**src/rtl/pipe_pkg.sv**
```systemverilog
// ============================================================================
// Module   : pipe_pkg
// Brief    : Shared types and constants for the pipeline hazard scoreboard.
// Revision : 1.0
// ============================================================================
`default_nettype none

package pipe_pkg;

   localparam int REC_AW       = 5;
   localparam int REC_TW       = 2;
   localparam int MULT_LAT_DEF = 5;
   localparam int DIV_LAT_DEF  = 10;

   localparam logic [REC_TW-1:0] TUSE_NEVER = 2'd3;

   typedef struct packed {
      logic              valid;
      logic [REC_AW-1:0] a3;
      logic [REC_TW-1:0] tnew;
   } stage_rec_t;

   function automatic logic [REC_TW-1:0] sat_dec(input logic [REC_TW-1:0] t);
      sat_dec = (t == '0) ? '0 : t - 1'b1;
   endfunction

   // Advance a record by one stage: same producer, one cycle closer to its result.
   function automatic stage_rec_t age_rec(input stage_rec_t r);
      age_rec      = r;
      age_rec.tnew = sat_dec(r.tnew);
   endfunction

endpackage

`default_nettype wire

```
**src/rtl/md_busy_counter.sv**
```systemverilog
// ============================================================================
// Module   : md_busy_counter
// Brief    : Down-counter tracking remaining busy cycles of the mult/div unit.
// Revision : 1.0
// ============================================================================
`default_nettype none

module md_busy_counter
   import pipe_pkg::*;
#(
   parameter int MULT_LAT = MULT_LAT_DEF,
   parameter int DIV_LAT  = DIV_LAT_DEF
) (
   input  logic clk,
   input  logic rst,
   input  logic i_clear,
   input  logic i_load,
   input  logic i_div,
   output logic o_busy
);

   localparam int c_MAX_LAT = (MULT_LAT > DIV_LAT) ? MULT_LAT : DIV_LAT;
   localparam int CW        = $clog2(c_MAX_LAT + 1);

   localparam logic [CW-1:0] c_MULT = CW'(MULT_LAT);
   localparam logic [CW-1:0] c_DIV  = CW'(DIV_LAT);

   logic [CW-1:0] r_cnt;

   always_ff @(posedge clk) begin
      if (rst || i_clear) begin
         r_cnt <= '0;
      end else if (i_load) begin
         r_cnt <= i_div ? c_DIV : c_MULT;
      end else if (r_cnt != '0) begin
         r_cnt <= r_cnt - CW'(1);
      end
   end

   assign o_busy = (r_cnt != '0);

endmodule

`default_nettype wire

```
**src/rtl/hazard_scoreboard.sv**
```systemverilog
// ============================================================================
// Module   : hazard_scoreboard
// Brief    : Stall and forwarding-select generation from per-stage Tnew records.
// Revision : 1.0
// ============================================================================
`default_nettype none

module hazard_scoreboard
   import pipe_pkg::*;
#(
   parameter int NSTAGE   = 3,
   parameter int AW       = REC_AW,
   parameter int TW       = REC_TW,
   parameter int MULT_LAT = MULT_LAT_DEF,
   parameter int DIV_LAT  = DIV_LAT_DEF
) (
   input  logic                           clk,
   input  logic                           reset,
   input  logic                           flush,
   input  logic                           d_valid,
   input  logic [AW-1:0]                  d_rs,
   input  logic [AW-1:0]                  d_rt,
   input  logic                           d_read_rs,
   input  logic                           d_read_rt,
   input  logic [TW-1:0]                  d_tuse_rs,
   input  logic [TW-1:0]                  d_tuse_rt,
   input  logic [AW-1:0]                  d_a3,
   input  logic [TW-1:0]                  d_tnew,
   input  logic                           d_mdft,
   input  logic                           d_md_start,
   input  logic                           d_md_div,
   output logic                           stall,
   output logic [$clog2(NSTAGE+1)-1:0]    fwd_rs_sel,
   output logic [$clog2(NSTAGE+1)-1:0]    fwd_rt_sel,
   output logic                           md_busy
);

   localparam int SW = $clog2(NSTAGE + 1);

   stage_rec_t          r_rec [1:NSTAGE];
   stage_rec_t          w_rec_in;
   logic [NSTAGE:1]     w_match_rs;
   logic [NSTAGE:1]     w_match_rt;
   logic                w_haz_rs;
   logic                w_haz_rt;
   logic [SW-1:0]       w_sel_rs;
   logic [SW-1:0]       w_sel_rt;
   logic                w_md_load;

   always_comb begin
      w_rec_in = '0;
      if (d_valid && !stall) begin
         w_rec_in.valid = 1'b1;
         w_rec_in.a3    = d_a3;
         w_rec_in.tnew  = sat_dec(d_tnew);
      end
   end

   always_ff @(posedge clk) begin
      if (reset || flush) begin
         for (int k = 1; k <= NSTAGE; k++) begin
            r_rec[k] <= '0;
         end
      end else begin
         r_rec[1] <= w_rec_in;
         for (int k = 2; k <= NSTAGE; k++) begin
            r_rec[k] <= age_rec(r_rec[k-1]);
         end
      end
   end

   // Register 0 never matches, so writes to $0 can neither stall nor forward.
   for (genvar k = 1; k <= NSTAGE; k++) begin : g_match
      assign w_match_rs[k] = d_read_rs && (d_rs != '0) &&
                             r_rec[k].valid && (r_rec[k].a3 == d_rs);
      assign w_match_rt[k] = d_read_rt && (d_rt != '0) &&
                             r_rec[k].valid && (r_rec[k].a3 == d_rt);
   end

   // Oldest-to-youngest scan: the last hit is the youngest and shadows the rest.
   always_comb begin
      w_sel_rs = '0;
      w_sel_rt = '0;
      w_haz_rs = 1'b0;
      w_haz_rt = 1'b0;
      for (int k = NSTAGE; k >= 1; k--) begin
         if (w_match_rs[k]) begin
            w_sel_rs = (r_rec[k].tnew == '0) ? SW'(k) : '0;
            w_haz_rs = (d_tuse_rs != TUSE_NEVER) && (r_rec[k].tnew > d_tuse_rs);
         end
         if (w_match_rt[k]) begin
            w_sel_rt = (r_rec[k].tnew == '0) ? SW'(k) : '0;
            w_haz_rt = (d_tuse_rt != TUSE_NEVER) && (r_rec[k].tnew > d_tuse_rt);
         end
      end
   end

   assign stall      = d_valid && (w_haz_rs || w_haz_rt || (d_mdft && md_busy));
   assign fwd_rs_sel = w_sel_rs;
   assign fwd_rt_sel = w_sel_rt;
   assign w_md_load  = d_valid && d_md_start && !stall;

   md_busy_counter #(
      .MULT_LAT (MULT_LAT),
      .DIV_LAT  (DIV_LAT)
   ) u_md_busy_counter (
      .clk      (clk),
      .rst      (reset),
      .i_clear  (flush),
      .i_load   (w_md_load),
      .i_div    (d_md_div),
      .o_busy   (md_busy)
   );

endmodule

`default_nettype wire

```
**config.mk**
```make
export PLATFORM = sky130hd
export DESIGN_NAME = hazard_scoreboard
export DESIGN_NICKNAME = d
export VERILOG_FILES = /design/src/rtl/pipe_pkg.sv /design/src/rtl/md_busy_counter.sv /design/src/rtl/hazard_scoreboard.sv
export SDC_FILE = /design/constraint.sdc
export NUM_CORES = 1
export LEC_CHECK = 0
export CAP_MARGIN = 30
export CELL_PAD_IN_SITES_DETAIL_PLACEMENT = 1
export CELL_PAD_IN_SITES_GLOBAL_PLACEMENT = 2
export CORE_MARGIN = 4
export CORE_UTILIZATION = 34
export CTS_CLUSTER_DIAMETER = 40
export DETAILED_ROUTE_END_ITERATION = 7
export DONT_BUFFER_PORTS = 1
export GPL_TIMING_DRIVEN = 0
export PLACE_DENSITY_LB_ADDON = 0.3
export SLEW_MARGIN = 5
export SYNTH_ARGS = -nofsm -noshare
export SYNTH_HDL_FRONTEND = slang
export SYNTH_SLANG_ARGS = --single-unit
```
**constraint.sdc**
```tcl
create_clock -name clk -period 2.3 [get_ports clk]
set_input_delay 0.345 -clock clk [delete_from_list [all_inputs] [get_ports clk]]
set_output_delay 0.345 -clock clk [all_outputs]
set_load 0.01 [all_outputs]
```
==> impl_metrics.csv <==
group,metric,value,unit
status,outcome,"finished with violations",
status,violations,"negative setup slack",
yosys,synth_nets,240,
global_routing,grt_pass1_wl,7580,um
yosys,synth.avg_cell_area,9.28,sq um
min_path,min_from,"d_tnew[0]",
sta,fin_worst_skew,0.00460,ns
global_routing,antenna_found_initial,0,
sta,setup-tns-final,-0.0176,ns
clock_tree,cts.sinks,28,
worst_setup_path,crit_slowest_cell,"or4_4",
die,row_count,26,
die,die_h,80.6,um
drt,post_drt_via_cell_ratio,5.05,
yosys,yosysSeqAreaShare,31.3,%
yosys,ys.flop_type,"dfxtp_1",
worst_setup_path,critPathMaxFanout,4,
yosys,ys.warnings.count,0,
global_routing,grt_pass1_vias,1557,
global_routing,globalRouteMet1Util,19.5,%
sta,slew_headroom,64.6,%
sta,hold_viol,0,
worst_setup_path,cpPeakStageDelay,0.53,ns
cells_and_area,final_net_count,250,
global_routing,globalRouteMet3Util,1.57,%
clock_tree,numCtsBuffers,3,
cells_and_area,area_growth,14.3,%
pwr,power_density,538,nW/um^2
cells_and_area,antenna_cells,0,
drt,routed_wl,4500,um
cells_and_area,layout_common_cells,"xnor2_1 (27), dfxtp_1 (26), and2_1 (17), ha_1 (17), inv_1 (16)",
placed_design,dp_hpwl,3770,um
drt,drt_iter0_drc,41,
die,initial_core_util,35.1,%
global_routing,grt_max_degree,17,
sta,period_share,101,%
placed_design,routabilityCongestion,0.840,
drt,drc,0,
worst_setup_path,critPathBufInv,0,
clock_tree,clkTransAtPathRegs,0.10,ns
yosys,yosysTopAreaCell,"dfxtp_1",
worst_setup_path,cp-end-kind,"output pin",
yosys,synthTopCellsByArea,"dfxtp_1 (31%), xnor2_1 (13%), ha_1 (12%), and2_1 (5.9%), inv_1 (3.4%)",
worst_setup_path,cp_top_family,"compound AO/OA/AOI/OAI gates",
placed_design,port_buffers,0,
die,die_w,80.6,um
worst_setup_path,worst_ep_arrival_time,1.97,ns
drt,ant_nets,0,
drt,first_pass_iters,4,
clock_tree,clk_latency,0.28,ns
worst_setup_path,critPathRequiredTime,1.96,ns
worst_setup_path,crit_path_cell_trace,"or4_4 -> o21ai_4 -> nor3_4 -> a221o_1 -> nor2_4 -> o31a_1",
worst_setup_path,r2r_slack,0.20,ns
drt,dr_total_vias,1374,
cells_and_area,drive_gt1_share,14.9,%
pwr,vdd_drop_max,0.249,mV
worst_setup_path,r2r_end,"u_md_busy_counter.r_cnt[0]",
sta,setup_ws,-0.0176,ns
yosys,synth-async-reset-ratio,0,%
clock_tree,htreeDepth,1,
yosys,ys_ff_latch,28,
cells_and_area,fin_util,40.1,%
cells_and_area,layout_commonest_cell,"xnor2_1",
pwr,p_leak,0.782,nW
pwr,total_power,1.10,mW
sta,period_minus_slack,2.32,ns
worst_setup_path,start_kind,"primary input",
run,max-cap-violations,0,
clock_tree,tritoncts,"built",
yosys,synth_edf_count,0,
yosys,yosysTopAreaCellShare,31.3,%
min_path,hp-class,"in2reg",
sta,rsz0062_at_grt,"yes",
clock_tree,ctsLongestPathBuffers,2,
min_path,hold_end,"r_rec[0][8]",
drt,wl_per_cell,16.5,um
yosys,ys_types,39,
die,coreArea,5110,sq um
min_path,hold_path_depth,1,
global_routing,grt_busiest_layer,"met2",
worst_setup_path,rr_worst_depth,7,
sta,slew_viol_final,0,
placed_design,dpl_worst_slack,-0.129,ns
clock_tree,cts_root_buf,"clkbuf_8",
sta,max_slew.worst_pin.slew,0.530,ns
sta,setup_violations,1,
clock_tree,postCtsHoldBufs,0,
global_routing,overflow,0,
global_routing,grt_util_all_layers,15.2,%
global_routing,met2_usage,26.7,%
sta,clock.fmax,431,MHz
yosys,netlist_area,1790,sq um
yosys,netlist_instances,193,
die,pin_count,36,
worst_setup_path,r2r_start,"r_rec[0][22]",
die,die_area,6490,sq um
worst_setup_path,critPathKind,"in2out",
-- through the flow --
step	hold slack [ns]	std cells	area, sq um
after floorplan	0.397	193	1790
after global placement	0.415	263	1880
after detailed placement	0.417	263	1880
after CTS	0.128	268	2000
after global routing	0.123	272	2050
final	0.130	272	2050
-- power breakdown --
part | total, mW | switching [mW] | leakage [nW] | internal (mW)
combinational | 0.196 | 0.103 | 0.519 | 0.0929
sequential | 0.515 | 0.0156 | 0.228 | 0.499
clock | 0.391 | 0.158 | 0.0357 | 0.233
-- how the worst max path moves through the flow --
stage | slack, ns | cells after the start | to | startpoint
2_1_floorplan | 0.06 | 7 | u_md_busy_counter.r_cnt[0] | d_rt[0]
3_3_place_gp | -0.11 | 7 | u_md_busy_counter.r_cnt[2] | d_rs[1]
3_5_place_dp | -0.13 | 7 | u_md_busy_counter.r_cnt[0] | d_rt[0]
4_1_cts | -0.007 | 6 | stall | d_rs[1]
5_1_grt | -0.06 | 6 | stall | d_rs[1]
6_report | -0.02 | 6 | stall | d_rs[1]
-- metal layers --
metal | routed length, um | up-vias
met5 | 0 | -
met4 | 63 | 0
met3 | 121 | 6
met2 | 2270 | 19
met1 | 2040 | 665
li1 | - | 684
-- cells in the mapped netlist (5+ instances only) --
master,count
a21oi_1,8
and2_1,17
dfxtp_1,28
ha_1,17
inv_1,16
nand2_1,14
nand4_1,5
nor2_1,7
nor3_1,8
xnor2_1,27
xor2_1,5
-- final cells by class --
cell class                      instances  area [sq um]
Clock buffer                            3          41.3
Tap cell                               70          87.6
Sequential cell                        28           566
Inverter                               16          60.1
Timing Repair Buffer                    5          37.5
Clock inverter                          1          30.0
Buffer                                  2          7.51
Fill cell                             611          3060
Multi-Input combinational cell        147          1220
-- logic make-up after synthesis --
family                     after synthesis  synth area share (%)
xor gates and xnor gates                32                  15.7
DFF                                     28                  31.3
adders and majority gates               17                  11.9
and+or+nand+nor                         69                  23.6
muxes                                    6                  3.63
AOI/OAI and AO/OA                       23                  10.2
buffers and inverters                   18                  3.77
-- worst register-to-register path, cell delays in order, from the launching register on --
cell	delay, ns
dfxtp_1	0.41
xnor2_1	0.14
nand4_1	0.17
nor3_4	0.29
a221o_1	0.24
nor2_4	0.07
nor4_4	0.32
mux2_1	0.35
-- timing repair --
action                                 in CTS  in global routing
setup endpoints to repair                   7                  7
endpoints found under the hold margin       0                  0
pin swaps                                   1                  8
gates resized for setup                     7                  7
buffers inserted                            1                  4
-- sequential cells by signal, indices dropped and copies added (netlist names) --
signal,count
r_rec,24
u_md_busy_counter.r_cnt,4
Note: power is estimated with default switching activity, not from simulation.
